### src/rtl/mux_arbitro_rr.sv
// Round-robin arbiter for two requesters; owns the 2:1 mux select and registers the selected data (optional feature macro: ARB_MAXHOLD_EN).
// Latency: request -> grant 1 cycle, request -> salida_valid 2 cycles; grants are Moore-decoded from the state register.
// Backpressure: none from downstream; a requester holds its level request (and stable data) until granted and done.
module mux_arbitro_rr #(
    parameter int WIDTH    = 8,
    parameter int MAX_HOLD = 4
) (
    input  logic             clk,
    input  logic             rst_n,
    input  logic             req0,
    input  logic             req1,
    input  logic [WIDTH-1:0] dato0,
    input  logic [WIDTH-1:0] dato1,
    output logic             gnt0,
    output logic             gnt1,
    output logic             seleccion,
    output logic [WIDTH-1:0] salida,
    output logic             salida_valid
);

    typedef enum logic [1:0] {
        IDLE = 2'd0,
        OWN0 = 2'd1,
        OWN1 = 2'd2
    } state_t;

    state_t state;
    state_t state_nxt;
    logic   last;       // last owner; 1 after reset so requester 0 wins the first tie
    logic   preempt;    // current owner must yield to a waiting competitor
    logic   keep_data;  // granted owner is still requesting this cycle

    // Hold counter is 8 bits wide, so MAX_HOLD must fit in 1..255.
    if (MAX_HOLD < 1 || MAX_HOLD > 255) begin : g_bad_max_hold
        $error("mux_arbitro_rr: MAX_HOLD must be in 1..255");
    end

`ifdef ARB_MAXHOLD_EN
    localparam logic [7:0] HOLD_LAST = 8'(MAX_HOLD - 1);

    logic [7:0] cnt;

    // The owner yields once it has held MAX_HOLD cycles and the other side is asking.
    assign preempt = (((state == OWN0) && req1) || ((state == OWN1) && req0)) && (cnt == HOLD_LAST);

    // Hold counter: cleared on every state change, saturates while the same owner stays.
    always_ff @(posedge clk or negedge rst_n) begin
        if (!rst_n) begin
            cnt <= '0;
        end else if (state_nxt != state) begin
            cnt <= '0;
        end else if ((state != IDLE) && (cnt != HOLD_LAST)) begin
            cnt <= cnt + 8'd1;
        end
    end
`else
    assign preempt = 1'b0;
`endif

    // Next-state: ties from IDLE go to the requester that did not own last; handover skips IDLE.
    always_comb begin
        state_nxt = state;
        case (state)
            IDLE: begin
                if (req0 && req1) begin
                    state_nxt = last ? OWN0 : OWN1;
                end else if (req0) begin
                    state_nxt = OWN0;
                end else if (req1) begin
                    state_nxt = OWN1;
                end
            end
            OWN0: begin
                if (!req0) begin
                    state_nxt = req1 ? OWN1 : IDLE;
                end else if (preempt) begin
                    state_nxt = OWN1;
                end
            end
            OWN1: begin
                if (!req1) begin
                    state_nxt = req0 ? OWN0 : IDLE;
                end else if (preempt) begin
                    state_nxt = OWN0;
                end
            end
            default: state_nxt = IDLE;
        endcase
    end

    // State register and last-owner tracking.
    always_ff @(posedge clk or negedge rst_n) begin
        if (!rst_n) begin
            state <= IDLE;
            last  <= 1'b1;
        end else begin
            state <= state_nxt;
            if (state_nxt == OWN0) begin
                last <= 1'b0;
            end else if (state_nxt == OWN1) begin
                last <= 1'b1;
            end
        end
    end

    assign gnt0      = (state == OWN0);
    assign gnt1      = (state == OWN1);
    assign seleccion = (state == OWN1);
    assign keep_data = ((state == OWN0) && req0) || ((state == OWN1) && req1);

    // Output register: capture the muxed data only while the granted owner still requests.
    always_ff @(posedge clk or negedge rst_n) begin
        if (!rst_n) begin
            salida       <= '0;
            salida_valid <= 1'b0;
        end else begin
            salida_valid <= keep_data;
            if (keep_data) begin
                salida <= seleccion ? dato1 : dato0;
            end
        end
    end

endmodule

### config.mk
export PLATFORM = sky130hd
export DESIGN_NAME = mux_arbitro_rr
export DESIGN_NICKNAME = d
export VERILOG_FILES = /design/src/rtl/mux_arbitro_rr.sv
export SDC_FILE = /design/constraint.sdc
export NUM_CORES = 1
export LEC_CHECK = 0
export CORE_UTILIZATION = 40
export CTS_CLUSTER_DIAMETER = 40
export CTS_CLUSTER_SIZE = 14
export DETAILED_ROUTE_END_ITERATION = 7
export PLACE_DENSITY_LB_ADDON = 0.05
export SLEW_MARGIN = 20
export SYNTH_ARGS = -nofsm -noshare
export SYNTH_HDL_FRONTEND = slang
export SYNTH_SLANG_ARGS = --single-unit
### constraint.sdc
create_clock -name clk -period 3.5 [get_ports clk]
set_clock_uncertainty 0.2 [all_clocks]
set_input_delay 0.7 -clock clk [delete_from_list [all_inputs] [get_ports clk]]
set_output_delay 0.7 -clock clk [all_outputs]
set_load 0.01 [all_outputs]
==> metrics.md <==
| Metric | Value |
|---|---|
| Outcome | `completed` |
| Clock transition at the registers of the reported paths | `0.07 ns` |
| Worst hold margin | `0.282 ns` |
| DIE WIDTH | `40.8 um` |
| CTS tree | `built` |
| Yosys reg bits | `12` |
| Fraction of registers with async set/reset | `1.00` |
| Post-synth top cells | `sky130_fd_sc_hd__dfrtp_1 (11), sky130_fd_sc_hd__inv_1 (11), sky130_fd_sc_hd__o22ai_1 (9)` |
| Type of the worst min-delay path | `reg2reg` |
| Pin count of the biggest net entering global routing | `13` |
| Storage element area | `302 um2` |
| Number of distinct standard cells referenced by the synthesized netlist | `17` |
| Number of detailed-route iterations in the first pass | `5` |
| Final core occ | `0.703` |
| Synth Area per Inst | `11.0 um2` |
| Clock latency on the worst-skew pair | `0.27 ns` |
| Maximum vdd drop | `0.416 mV` |
| Fraction of layout instances using a drive strength above 1 | `0.193` |
| Worst flop-to-flop path startpoint | `state[0]` |
| Worst Path Max Fanout | `6` |
| Fraction of power consumed by sequential logic | `0.369` |
| Fraction of synthesized area in multiplexers | `0.0166` |
| Combinational fraction of design power | `0.458` |
| Net load switching power | `202 uW` |
| Estimated wirelength of the detail-placed design | `1.03 mm` |
| Sequential element share of the synthesized area | `0.500` |
| Final routed DRC violation total | `0` |
| Final GP Congestion | `0.703` |
| Total Neg Setup Slack | `0 ns` |
| CP Data Arrival Time | `1.54 ns` |
| CTS buffer count | `3` |
| Synth Area in Simple Gates | `0.124` |
| Required time worst endpoint | `2.60 ns` |
| Count of buffers added by post-CTS timing repair for setup | `0` |
| Post-layout min period | `2.44 ns` |
| Reg2reg setup slack | `1.92 ns` |
| Total routed wirelength | `1.30 mm` |
| Worst reg2reg path depth | `5` |
| Core box area | `1350 um2` |
| Type of destination of the critical path | `output port` |
| Biggest area contributors in the synthesized netlist | `sky130_fd_sc_hd__dfrtp_1 (46%), sky130_fd_sc_hd__a21oi_2 (12%), sky130_fd_sc_hd__o22ai_1 (9.3%)` |
| Number of instances resized during post-cts repair | `0` |
| Timing startpoint of the critical path | `state[1]` |
| Vias in the first global route | `442` |
| Combined area of all synthesized cells | `603 um2` |
| Antenna diode count | `0` |
| Synth Area in Compound Gates | `0.239` |
| Synth Net Count | `76` |
| Number of failing setup endpoints in the final timing report | `0` |
| Detail-routed net length per standard cell | `12.6 um` |
| Number of warnings issued by yosys | `0` |
| Synth area leader | `sky130_fd_sc_hd__dfrtp_1` |
| Switching part of the total | `0.318` |
| Count of pins on the block boundary | `32` |
| Final-report hold violation count | `0` |
| Critical setup path kind | `reg2out` |
| Overall Global Routing Usage | `0.175` |
| Post-layout nets | `110` |
| Number of flops mapped to enable cells by yosys | `0` |
| Clock root buffer | `sky130_fd_sc_hd__clkbuf_4` |
| # hold bufs at CTS | `0` |
| Number of buffers on the longest clock path | `2` |
| Final cell area excluding filler cells | `950 um2` |
| Transition at the pin with the smallest max-transition slack | `0.516 ns` |
| Total number of clock tree sinks | `12` |
| P_int | `432 uW` |
| Clock power share | `0.174` |
| # fillers | `110` |
| Post-Syn Instances | `55` |
| Final Max Slew Viols | `0` |
| Primary FF master, synth | `sky130_fd_sc_hd__dfrtp_1` |
| GRT overflow | `0` |
| Pwr/cell area | `668 nW/um2` |
| Std cell rows | `13` |
| 1st-iter DRT viols | `4` |
| Max cap viols | `0` |
| Combined area of the multi-input logic cells | `241 um2` |
| Worst Hold Launch | `last` |
| Largest family of logic cells by synthesized area | `compound AO/OA/AOI/OAI gates` |
| Detail Route Antenna Nets | `0` |
| Adder and majority gate portion of the synthesized area | `0.0207` |
| Number of antenna violations at the first check in global routing | `0` |
| Quantity of I/O buffers inserted on ports | `31` |
| Total placed instance area | `913 um2` |
| Worst flop-to-flop path endpoint | `last` |
| Total number of vias | `502` |
| Mean number of vias per cell | `4.87` |
| H-tree Lvls | `1` |
| First-pass GRT wire length | `1.79 mm` |
| Area Overhead vs Synth | `57.5%` |
| Starting utilization of the core area | `0.447` |
| Total Die Area | `1670 um2` |
| Remaining max-slew budget at the tightest pin | `0.655` |
| Period utilization | `0.697` |
| Worst setup path endpoint | `seleccion` |
| Top-area cell type share of the netlist area | `0.456` |
| Startpoint kind of the worst setup timing path | `flop` |
| XOR/XNOR Fraction of Synth Area | `0` |
| Fmax achieved | `410 MHz` |
| Unrepaired setup endpoints after global routing | `false` |
| Vertical extent of the die | `40.8 um` |
| Static leakage | `0.000451 uW` |
metal layers:
layer | wire length [um] | global-route usage
met1 | 535 | 0.189
met2 | 620 | 0.301
met3 | 107 | 0.0326
met4 | 32 | 0.125
met5 | 0 | 0
how the worst min path moves through the flow:
stage | depth (start not counted) | end
6_report | 2 | last
5_1_grt | 2 | last
4_1_cts | 2 | last
3_5_place_dp | 2 | last
3_3_place_gp | 2 | last
2_1_floorplan | 0 | salida[0]
power groups by stage:
stage,combinational (uW),sequential [uW],clock [uW]
floorplan,126,258,0
global placement,292,234,0
detailed placement,294,238,0
CTS,295,234,113
global route,319,242,120
finish,290,234,110
stage by stage:
step,power (uW),setup slack (ns),std cells
6_report,634,1.06,103
5_1_grt,681,0.959,103
4_1_cts,642,1.05,103
3_5_place_dp,532,1.24,99
3_3_place_gp,526,1.25,99
2_1_floorplan,384,1.73,55
registers in the layout, indices dropped and copies added, names as in the netlist:
| register | cells |
|---|---|
| state | 2 |
| last | 1 |
| salida_valid | 1 |
| salida | 8 |
placed cells by master, fill, tap and decap left out:
cell type                         count
sky130_fd_sc_hd__clkdlybuf4s50_1     31
sky130_fd_sc_hd__inv_1               11
sky130_fd_sc_hd__dfrtp_1             11
sky130_fd_sc_hd__o22ai_1              9
sky130_fd_sc_hd__a21oi_2              8
sky130_fd_sc_hd__nor2_1               3
sky130_fd_sc_hd__clkbuf_4             3
sky130_fd_sc_hd__nand3b_4             2
sky130_fd_sc_hd__a21oi_1              1
sky130_fd_sc_hd__o21a_1               1
sky130_fd_sc_hd__and2b_2              1
sky130_fd_sc_hd__and2_1               1
sky130_fd_sc_hd__and2_4               1
sky130_fd_sc_hd__o21ai_0              1
sky130_fd_sc_hd__mux2i_1              1
sky130_fd_sc_hd__ha_1                 1
sky130_fd_sc_hd__clkbuf_8             1
sky130_fd_sc_hd__dfstp_2              1
area by class of cell:
cell class | count | share of cell area
Sequential cell | 12 | 0.318
Inverter | 11 | 0.0435
Timing Repair Buffer | 31 | 0.327
Tap cell | 15 | 0.0198
Multi-Input combinational cell | 30 | 0.254
Clock buffer | 4 | 0.0382
logic make-up after synthesis:
logic type | Yosys count
buf+inv | 13
flops | 12
fa+ha+maj | 1
mux | 1
compound gates | 20
simple gates | 8
worst max-delay path, cell delays in order, from the launching register on:
cell and delay (ns):
sky130_fd_sc_hd__dfrtp_1 0.48, sky130_fd_sc_hd__inv_1 0.09, sky130_fd_sc_hd__nor2_1 0.14, sky130_fd_sc_hd__clkdlybuf4s50_1 0.56
Power figures use the tool's default switching activity.
